### src/rtl/dm_hs.sv
// Byte-addressable data memory with a req/ready/valid handshake and a registered read.
// Supports byte/half/word access, sign or zero extension, and misalignment faults.
module dm_hs_lane #(
  parameter int ADDR_W = 6
) (
  input  logic              clk,
  input  logic              en,
  input  logic              we,
  input  logic [ADDR_W-1:0] addr,
  input  logic [7:0]        wd,
  output logic [7:0]        rd
);
  logic [7:0] mem [2**ADDR_W] = '{default: '0};

  // The read captures the pre-write contents; a load never shares an accept edge with a store.
  always_ff @(posedge clk) begin
    if (we) mem[addr] <= wd;
    if (en) rd <= mem[addr];
  end
endmodule

module dm_hs #(
  parameter  int DEPTH_WORDS = 64,
  localparam int ADDR_W      = $clog2(DEPTH_WORDS)
) (
  input  logic        clk_i,
  input  logic        rst_i,
  input  logic        req_i,
  input  logic        we_i,
  input  logic [1:0]  size_i,
  input  logic        uns_i,
  input  logic [31:0] a_i,
  input  logic [31:0] wd_i,
  output logic        ready_o,
  output logic        valid_o,
  output logic [31:0] rd_o,
  output logic        fault_o
);
  localparam logic [0:0] IDLE = 1'b0;
  localparam logic [0:0] RESP = 1'b1;

  logic [0:0]       state;
  logic             accept, misalign;
  logic [3:0]       lane_mask;
  logic [3:0][7:0]  wd_lane, rdw;
  logic             we_q, uns_q, fault_q;
  logic [1:0]       size_q, off_q;
  logic [31:0]      rd_ext;
  logic [7:0]       sel_b;
  logic [15:0]      sel_h;
  logic             unused_hi;

  assign unused_hi = ^a_i[31:ADDR_W+2];

  assign ready_o = (state == IDLE) & ~rst_i;
  assign accept  = req_i & ready_o;

  always_comb begin
    misalign  = 1'b1;
    lane_mask = 4'b0000;
    wd_lane   = wd_i;
    case (size_i)
      2'b00: begin
        misalign  = 1'b0;
        lane_mask = 4'b0001 << a_i[1:0];
        wd_lane   = {4{wd_i[7:0]}};
      end
      2'b01: begin
        misalign  = a_i[0];
        lane_mask = a_i[1] ? 4'b1100 : 4'b0011;
        wd_lane   = {2{wd_i[15:0]}};
      end
      2'b10: begin
        misalign  = |a_i[1:0];
        lane_mask = 4'b1111;
      end
      default: ;
    endcase
  end

  for (genvar i = 0; i < 4; i++) begin : g_lane
    dm_hs_lane #(.ADDR_W(ADDR_W)) u_lane (
      .clk  (clk_i),
      .en   (accept),
      .we   (accept & we_i & ~misalign & lane_mask[i]),
      .addr (a_i[ADDR_W+1:2]),
      .wd   (wd_lane[i]),
      .rd   (rdw[i])
    );
  end

  always_ff @(posedge clk_i) begin
    if (rst_i) begin
      state   <= IDLE;
      we_q    <= 1'b0;
      uns_q   <= 1'b0;
      fault_q <= 1'b0;
      size_q  <= 2'b00;
      off_q   <= 2'b00;
    end else begin
      case (state)
        IDLE: if (accept) begin
          state   <= RESP;
          we_q    <= we_i;
          uns_q   <= uns_i;
          fault_q <= misalign;
          size_q  <= size_i;
          off_q   <= a_i[1:0];
        end
        default: state <= IDLE;
      endcase
    end
  end

  assign sel_b = rdw[off_q];
  assign sel_h = off_q[1] ? {rdw[3], rdw[2]} : {rdw[1], rdw[0]};

  always_comb begin
    case (size_q)
      2'b00:   rd_ext = {{24{~uns_q & sel_b[7]}}, sel_b};
      2'b01:   rd_ext = {{16{~uns_q & sel_h[15]}}, sel_h};
      default: rd_ext = rdw;
    endcase
  end

  // A reset landing in the response cycle suppresses the strobe.
  assign valid_o = (state == RESP) & ~rst_i;
  assign fault_o = valid_o & fault_q;
  assign rd_o    = (valid_o & ~fault_q & ~we_q) ? rd_ext : 32'h0;
endmodule

### config.mk
export PLATFORM = sky130hd
export DESIGN_NAME = dm_hs
export DESIGN_NICKNAME = d
export VERILOG_FILES = /design/src/rtl/dm_hs.sv
export SDC_FILE = /design/constraint.sdc
export NUM_CORES = 2
export LEC_CHECK = 0
export ABC_AREA = 1
export CELL_PAD_IN_SITES_DETAIL_PLACEMENT = 2
export CELL_PAD_IN_SITES_GLOBAL_PLACEMENT = 2
export CORE_UTILIZATION = 40
export DETAILED_ROUTE_END_ITERATION = 6
export GPL_TIMING_DRIVEN = 0
export PLACE_DENSITY_LB_ADDON = 0.1
export SETUP_SLACK_MARGIN = 0.02
export SYNTH_ARGS = -nofsm -noshare
export SYNTH_HDL_FRONTEND = slang
export SYNTH_HIERARCHICAL = 1
export SYNTH_SLANG_ARGS = --single-unit
### constraint.sdc
create_clock -name clk_i -period 4.5 [get_ports clk_i]
set_input_delay 0.45 -clock clk_i [delete_from_list [all_inputs] [get_ports clk_i]]
set_output_delay 0.45 -clock clk_i [all_outputs]
set_load 0.02 [all_outputs]
Yosys cells after proc, flatten, opt, wreduce, memory -nomap -nowiden

Memories as Yosys holds them, arrays and structs flattened. A register that Yosys moved wholly into a read port is not among the register bits.
Index checks and enable logic that the tools add are counted.

Register bits: 8
Bits in latches: 0
Memory bits (writable): 2048
Memory bits (read-only): 0
Bits of input ports: 71
Output and inout bits: 35
Word-level logic and storage cells: 58
Memories kept: 4

Memories:

| name                 | words | width | rd ports | clocked after memory_dff | write ports | RTL line | source |
|---|---|---|---|---|---|---|---|
| g_lane[0].u_lane.mem | 64    | 8     | 1        | 1                        | 1           | 13       | `logic [7:0] mem [2**ADDR_W] = '{default: '0};` |
| g_lane[1].u_lane.mem | 64    | 8     | 1        | 1                        | 1           | 13       |  |
| g_lane[2].u_lane.mem | 64    | 8     | 1        | 1                        | 1           | 13       |  |
| g_lane[3].u_lane.mem | 64    | 8     | 1        | 1                        | 1           | 13       |  |

Add/subtract/negate cells: 0
Multiply operators: 0
Div/mod/pow operators: 0
$lt $le $gt $ge: 1
Equal/unequal tests: 3
Shift operators: 1
Mux-type cells: 18
Bitwise operators: 20
Reduce and logical (&&, ||, !) cells: 5

Operator list:

| operator              | count |
|---|---|
| $pmux W32 S2          | 2 |
| $mux W32              | 1 |
| $bmux W8 S2           | 1 |
| $mux W16              | 1 |
| $and A1 B1 Y1         | 14 |
| $pmux W4 S3           | 1 |
| $mux W1               | 9 |
| $mux W8               | 1 |
| $not A1 Y1            | 6 |
| $eq A2 B1 Y1 const B  | 2 |
| $logic_not A2 Y1      | 2 |
| $mux W4               | 1 |
| $reduce_or A2 Y1      | 2 |
| $shl A1 B2 Y4 const A | 1 |
| $lt A2 B3 Y1 const B  | 1 |
| $pmux W1 S3           | 1 |
| $eq A2 B2 Y1 const B  | 1 |
| $reduce_and A2 Y1     | 1 |

Logic depth before layout (Yosys ltp)

Depth in word-level cells: 8
Gate-level depth with buffers: 13

Cells and area by module

The synthesis kept the hierarchy.

Modules (own cells, without submodules):

| module     | times used | cells each | area each (um^2) | sequential area each (um^2) |
|---|---|---|---|---|
| dm_hs_lane | 4          | 2167       | 22125.0          | 15615.0 |
| dm_hs      | 1          | 319        | 1532.7           | 160.2 |

Worst setup path before layout

Ideal clock, no wire load.

Path type: input port to flip-flop
Start: input port size_i[0]
End: memory g_lane[1].u_lane.mem[0][0], data pin
Library setup time: 0.702 ns
Data arrival time: 3.291 ns
Data required time: 3.798 ns
Setup slack: 0.507 ns
Stages on the path: 3
Buffers on the path: 1
Cell sequence: nor2_1 -> clkbuf_1 -> o21ai_0

RTL lines:

| element     | RTL line | source |
|---|---|---|
| from (decl) | 30       | `input logic [1:0] size_i,` |
| to (decl)   | 13       |  |

Worst setup path after layout

Start: input port size_i[0]
End: memory g_lane[2].u_lane.mem[14][6], enable pin

Word-level cells in the longest chain between the ends: 7
Elaborated cells between the ends (all ways): 10
Those cells by class: eq/ne (2); mux (4); bitwise (3); reduce/logical (1)

Ends and longest elaborated chain:

| element                                    | RTL line | source |
|---|---|---|
| $eq A2 B2 Y1, or another cell as far along | 62       | `case (size_i)` |
| $pmux W1 S3                                | 62       |  |
| $not A1 Y1                                 | 85       | `.we (accept & we_i & ~misalign & lane_mask[i]),` |
| $and A1 B1 Y1                              | 85       |  |
| $and A1 B1 Y1 (*)                          | 85       |  |
| $mux W1 (*)                                | 17       | `if (we) mem[addr] <= wd;` |
| $mux W1 (not written as such) (*)          | 17       |  |
| to (decl)                                  | 13       |  |

Mark *: on every way between the ends. The rest lies on a longest branch, timed or not.

==> flow_summary.json <==
{
  "status": "finished with violations",
  "violations": "setup timing",
  "slew_headroom": 0.0890,
  "port_buffers": 77,
  "fin_nets": 9443,
  "post-route-drc-count": 0,
  "p_leak_nw": 42.7,
  "regToRegSetupSlack_ps": 120,
  "die_x_um": 476,
  "worst-setup-path-type": "in2reg",
  "yosys.cell_types.count": 33,
  "whs_endpoint": "g_lane[0].u_lane/mem[7][4]$_DFFE_PP_",
  "sequentialPowerShare": 0.491,
  "reg2reg_from": "state$_SDFF_PP0_",
  "wire_per_inst_um": 27.8,
  "vias_per_cell": 5.38,
  "finalCritPeriodShare": 1.04,
  "r2r_end": "g_lane[2].u_lane/mem[14][6]$_DFFE_PP_",
  "drt-total-wl_mm": 349,
  "drive_above_1_share": 0.0947,
  "grt_max_degree": 67,
  "cts.htree.levels": 4,
  "ant_nets": 0,
  "gp_congestion": 0.871,
  "grtUsageTotal": 0.305,
  "die_h_um": 476,
  "skew_ps": 30.9,
  "required_ps": 4990,
  "dr.pass1.iters": 5,
  "grt_pass1_wl_mm": 506,
  "coreArea_um2": 223000,
  "r2r_cells": 8,
  "finalPower_mw": 44.0,
  "cp_max_fo": 10,
  "dp_slack_ps": -985,
  "final-max-slew-violation-count": 0,
  "syn_to_final_growth_pct": 14.7,
  "grt_setup_unrepaired": "yes",
  "worst_pin_slew_ps": 1360,
  "yosys.area.top_type": "edfxtp_1",
  "cts_tree": "done",
  "postCtsHoldBufs": 0,
  "clk_pin_slew_ps": 60,
  "crit_path_start_kind": "input pin",
  "design.die.area_um2": 227000,
  "vias": 67567,
  "root_buffer": "clkbuf_16",
  "pwr-share-comb": 0.078,
  "fmax_mhz": 213,
  "dr.first_iter.drc_count": 5199,
  "synthTopCellsByArea": "edfxtp_1, nand2_1, nor2_1",
  "numClockSinks": 2088,
  "worstHoldPathCells": 1,
  "vdd_ir_drop_max_uv": 413,
  "switching_power_mw": 10.8,
  "synth_top_area_share": 0.694,
  "syn-num-nets": 9058,
  "switching_share": 0.245,
  "rows": 173,
  "ys_seq_elements": 2088,
  "finalCriticalPeriod_ps": 4700,
  "hp-class": "in2reg",
  "syn_area_um2": 90000,
  "drv_cap": 0,
  "finalHoldViolCount": 0,
  "initial_utilization": 0.404,
  "endpoint_kind": "register",
  "avgSynthCellArea_um2": 10.0,
  "power_density_nw_per_um2": 426,
  "pwr-share-clk": 0.430,
  "cts_made_buffers": 227,
  "yosysSeqAreaShare": 0.696,
  "syn_inst": 8987,
  "min_from": "wd_i[4]",
  "num_io_pins": 106,
  "clock_latency_ps": 880,
  "grt_antenna_before_repair": 13,
  "overflow": 0,
  "setup_violations": 306,
  "max-clock-path-buffers": 3,
  "intPower_mw": 33.2,
  "grt_pass1_vias": 74277,
  "fin_ws_ps": -201,
  "crit_arrival_ps": 5190,
  "post-dp-hpwl_mm": 242,
  "yosys_warnings": 6
}
-- metal layers --
layer  GRT usage  routed length, um  vias up
li1            -                  -    29905
met1       0.384             143000    35224
met2       0.532             175000     1859
met3      0.0332              16200      579
met4       0.130              15700        0
met5           0                  0        -
-- Yosys cell counts, drive strengths merged --
master     n
nor3      33
o211ai    27
buf      317
o21ai     46
inv      156
a21oi      6
a31oi      3
nor2     401
edfxtp  2080
nand2   5690
clkbuf   100
dfxtp      8
nor4       8
o22ai      1
clkinv     4
a21boi     1
nand4      8
or2       24
nand3     74
-- flip-flops by register name, summed over array words and instances (netlist names) --
signal / cells
fault_q: 1
g_lane.u_lane/mem: 2048
g_lane.u_lane/rd: 32
off_q: 2
size_q: 2
state: 1
uns_q: 1
we_q: 1
-- cell usage in the layout (no fill, tap or decap), types with 2 or more instances in the layout --
cell type	instances
edfxtp_1	2080
clkinvlp_4	14
nor4_2	8
clkinv_8	4
nand2_1	5677
buf_1	17
nand2_4	8
o21ai_0	15
buf_16	5
clkdlybuf4s50_1	67
inv_1	135
dfxtp_1	8
clkbuf_1	146
nand2_2	5
or2_1	12
buf_6	66
nor2_4	2
nand3_1	72
o211ai_1	27
bufinv_16	26
clkbuf_16	231
buf_12	17
clkinv_2	49
nand4_1	8
buf_4	89
or2_2	12
inv_2	20
inv_6	5
clkinv_1	49
a21oi_1	6
nor2_1	313
buf_2	212
a31oi_1	3
nor3_2	32
clkinv_4	3
diode_2	20
o21ai_4	7
o21ai_1	24
nand3_2	2
nor2_2	85
-- critical path, stage by stage --
cell,delay [ps]
clkdlybuf4s50_1,720
nand2_1,710
o22ai_1,210
a21oi_1,230
nand2_1,180
nor2_1,410
clkbuf_1,420
nand4_1,920
nor2_2,920
-- metrics by stage --
stage,instance area [um^2],setup TNS [ps],hold WS (ps),util,instances
detailed placement,95600,-971730,556,0.429,12114
global route,103000,-4150,57.8,0.463,12560
finish,103000,-24590,92.1,0.463,12562
CTS,103000,-4300,52.2,0.462,12538
floorplan,90000,0,474,-,8987
global placement,94500,-6032440,496,0.424,12039
-- power by group through the flow --
| stage | Sequential (mW) | Combinational [mW] | Clock, mW |
|---|---|---|---|
| after floorplan | 22.0 | 1.66 | 0 |
| after global placement | 22.2 | 3.08 | 0 |
| after detailed placement | 22.0 | 3.39 | 0 |
| after CTS | 21.6 | 3.43 | 19.2 |
| after global routing | 21.6 | 3.67 | 19.9 |
| final | 21.6 | 3.45 | 18.9 |
-- repair_timing --
item / in CTS / in global routing
cloned: 0 / 0
endpoints found under the setup margin: 168 / 419
pin swaps: 0 / 2
setup buffers: 0 / 4
gates resized for setup: 20 / 49
-- how the worst max path moves through the flow --
stage / startpoint / to / slack [ps] / cells after the start
5_1_grt: size_i[0] / g_lane[2].u_lane/mem[7][6]$_DFFE_PP_ / -160 / 9
6_report: size_i[0] / g_lane[2].u_lane/mem[14][6]$_DFFE_PP_ / -200 / 9
3_5_place_dp: size_i[0] / g_lane[1].u_lane/mem[31][7]$_DFFE_PP_ / -990 / 9
2_1_floorplan: size_i[0] / g_lane[1].u_lane/mem[0][0]$_DFFE_PP_ / 510 / 3
3_3_place_gp: size_i[0] / g_lane[1].u_lane/mem[46][2]$_DFFE_PP_ / -6330 / 4
4_1_cts: size_i[0] / g_lane[1].u_lane/mem[46][7]$_DFFE_PP_ / -100 / 9
-- cell type report --
type / instances / area (um^2)
timing repair buffer: 156 / 1670
fill: 23270 / 120000
buffer: 417 / 2390
antenna: 20 / 50.0
inverter: 160 / 603
tap: 2975 / 3720
clock inverter: 147 / 1460
multi-input combinational: 6322 / 24800
clock buffer: 277 / 5950
sequential: 2088 / 62600
-- kinds of logic after synthesis --
logic type             count (synthesis)  share of synthesized area
DFF                                 2088                      0.696
AOI/OAI and AO/OA                     84                    0.00550
buffers and inverters                577                     0.0333
and+or+nand+nor                     6238                      0.266
Power figures use the tool's default switching activity.
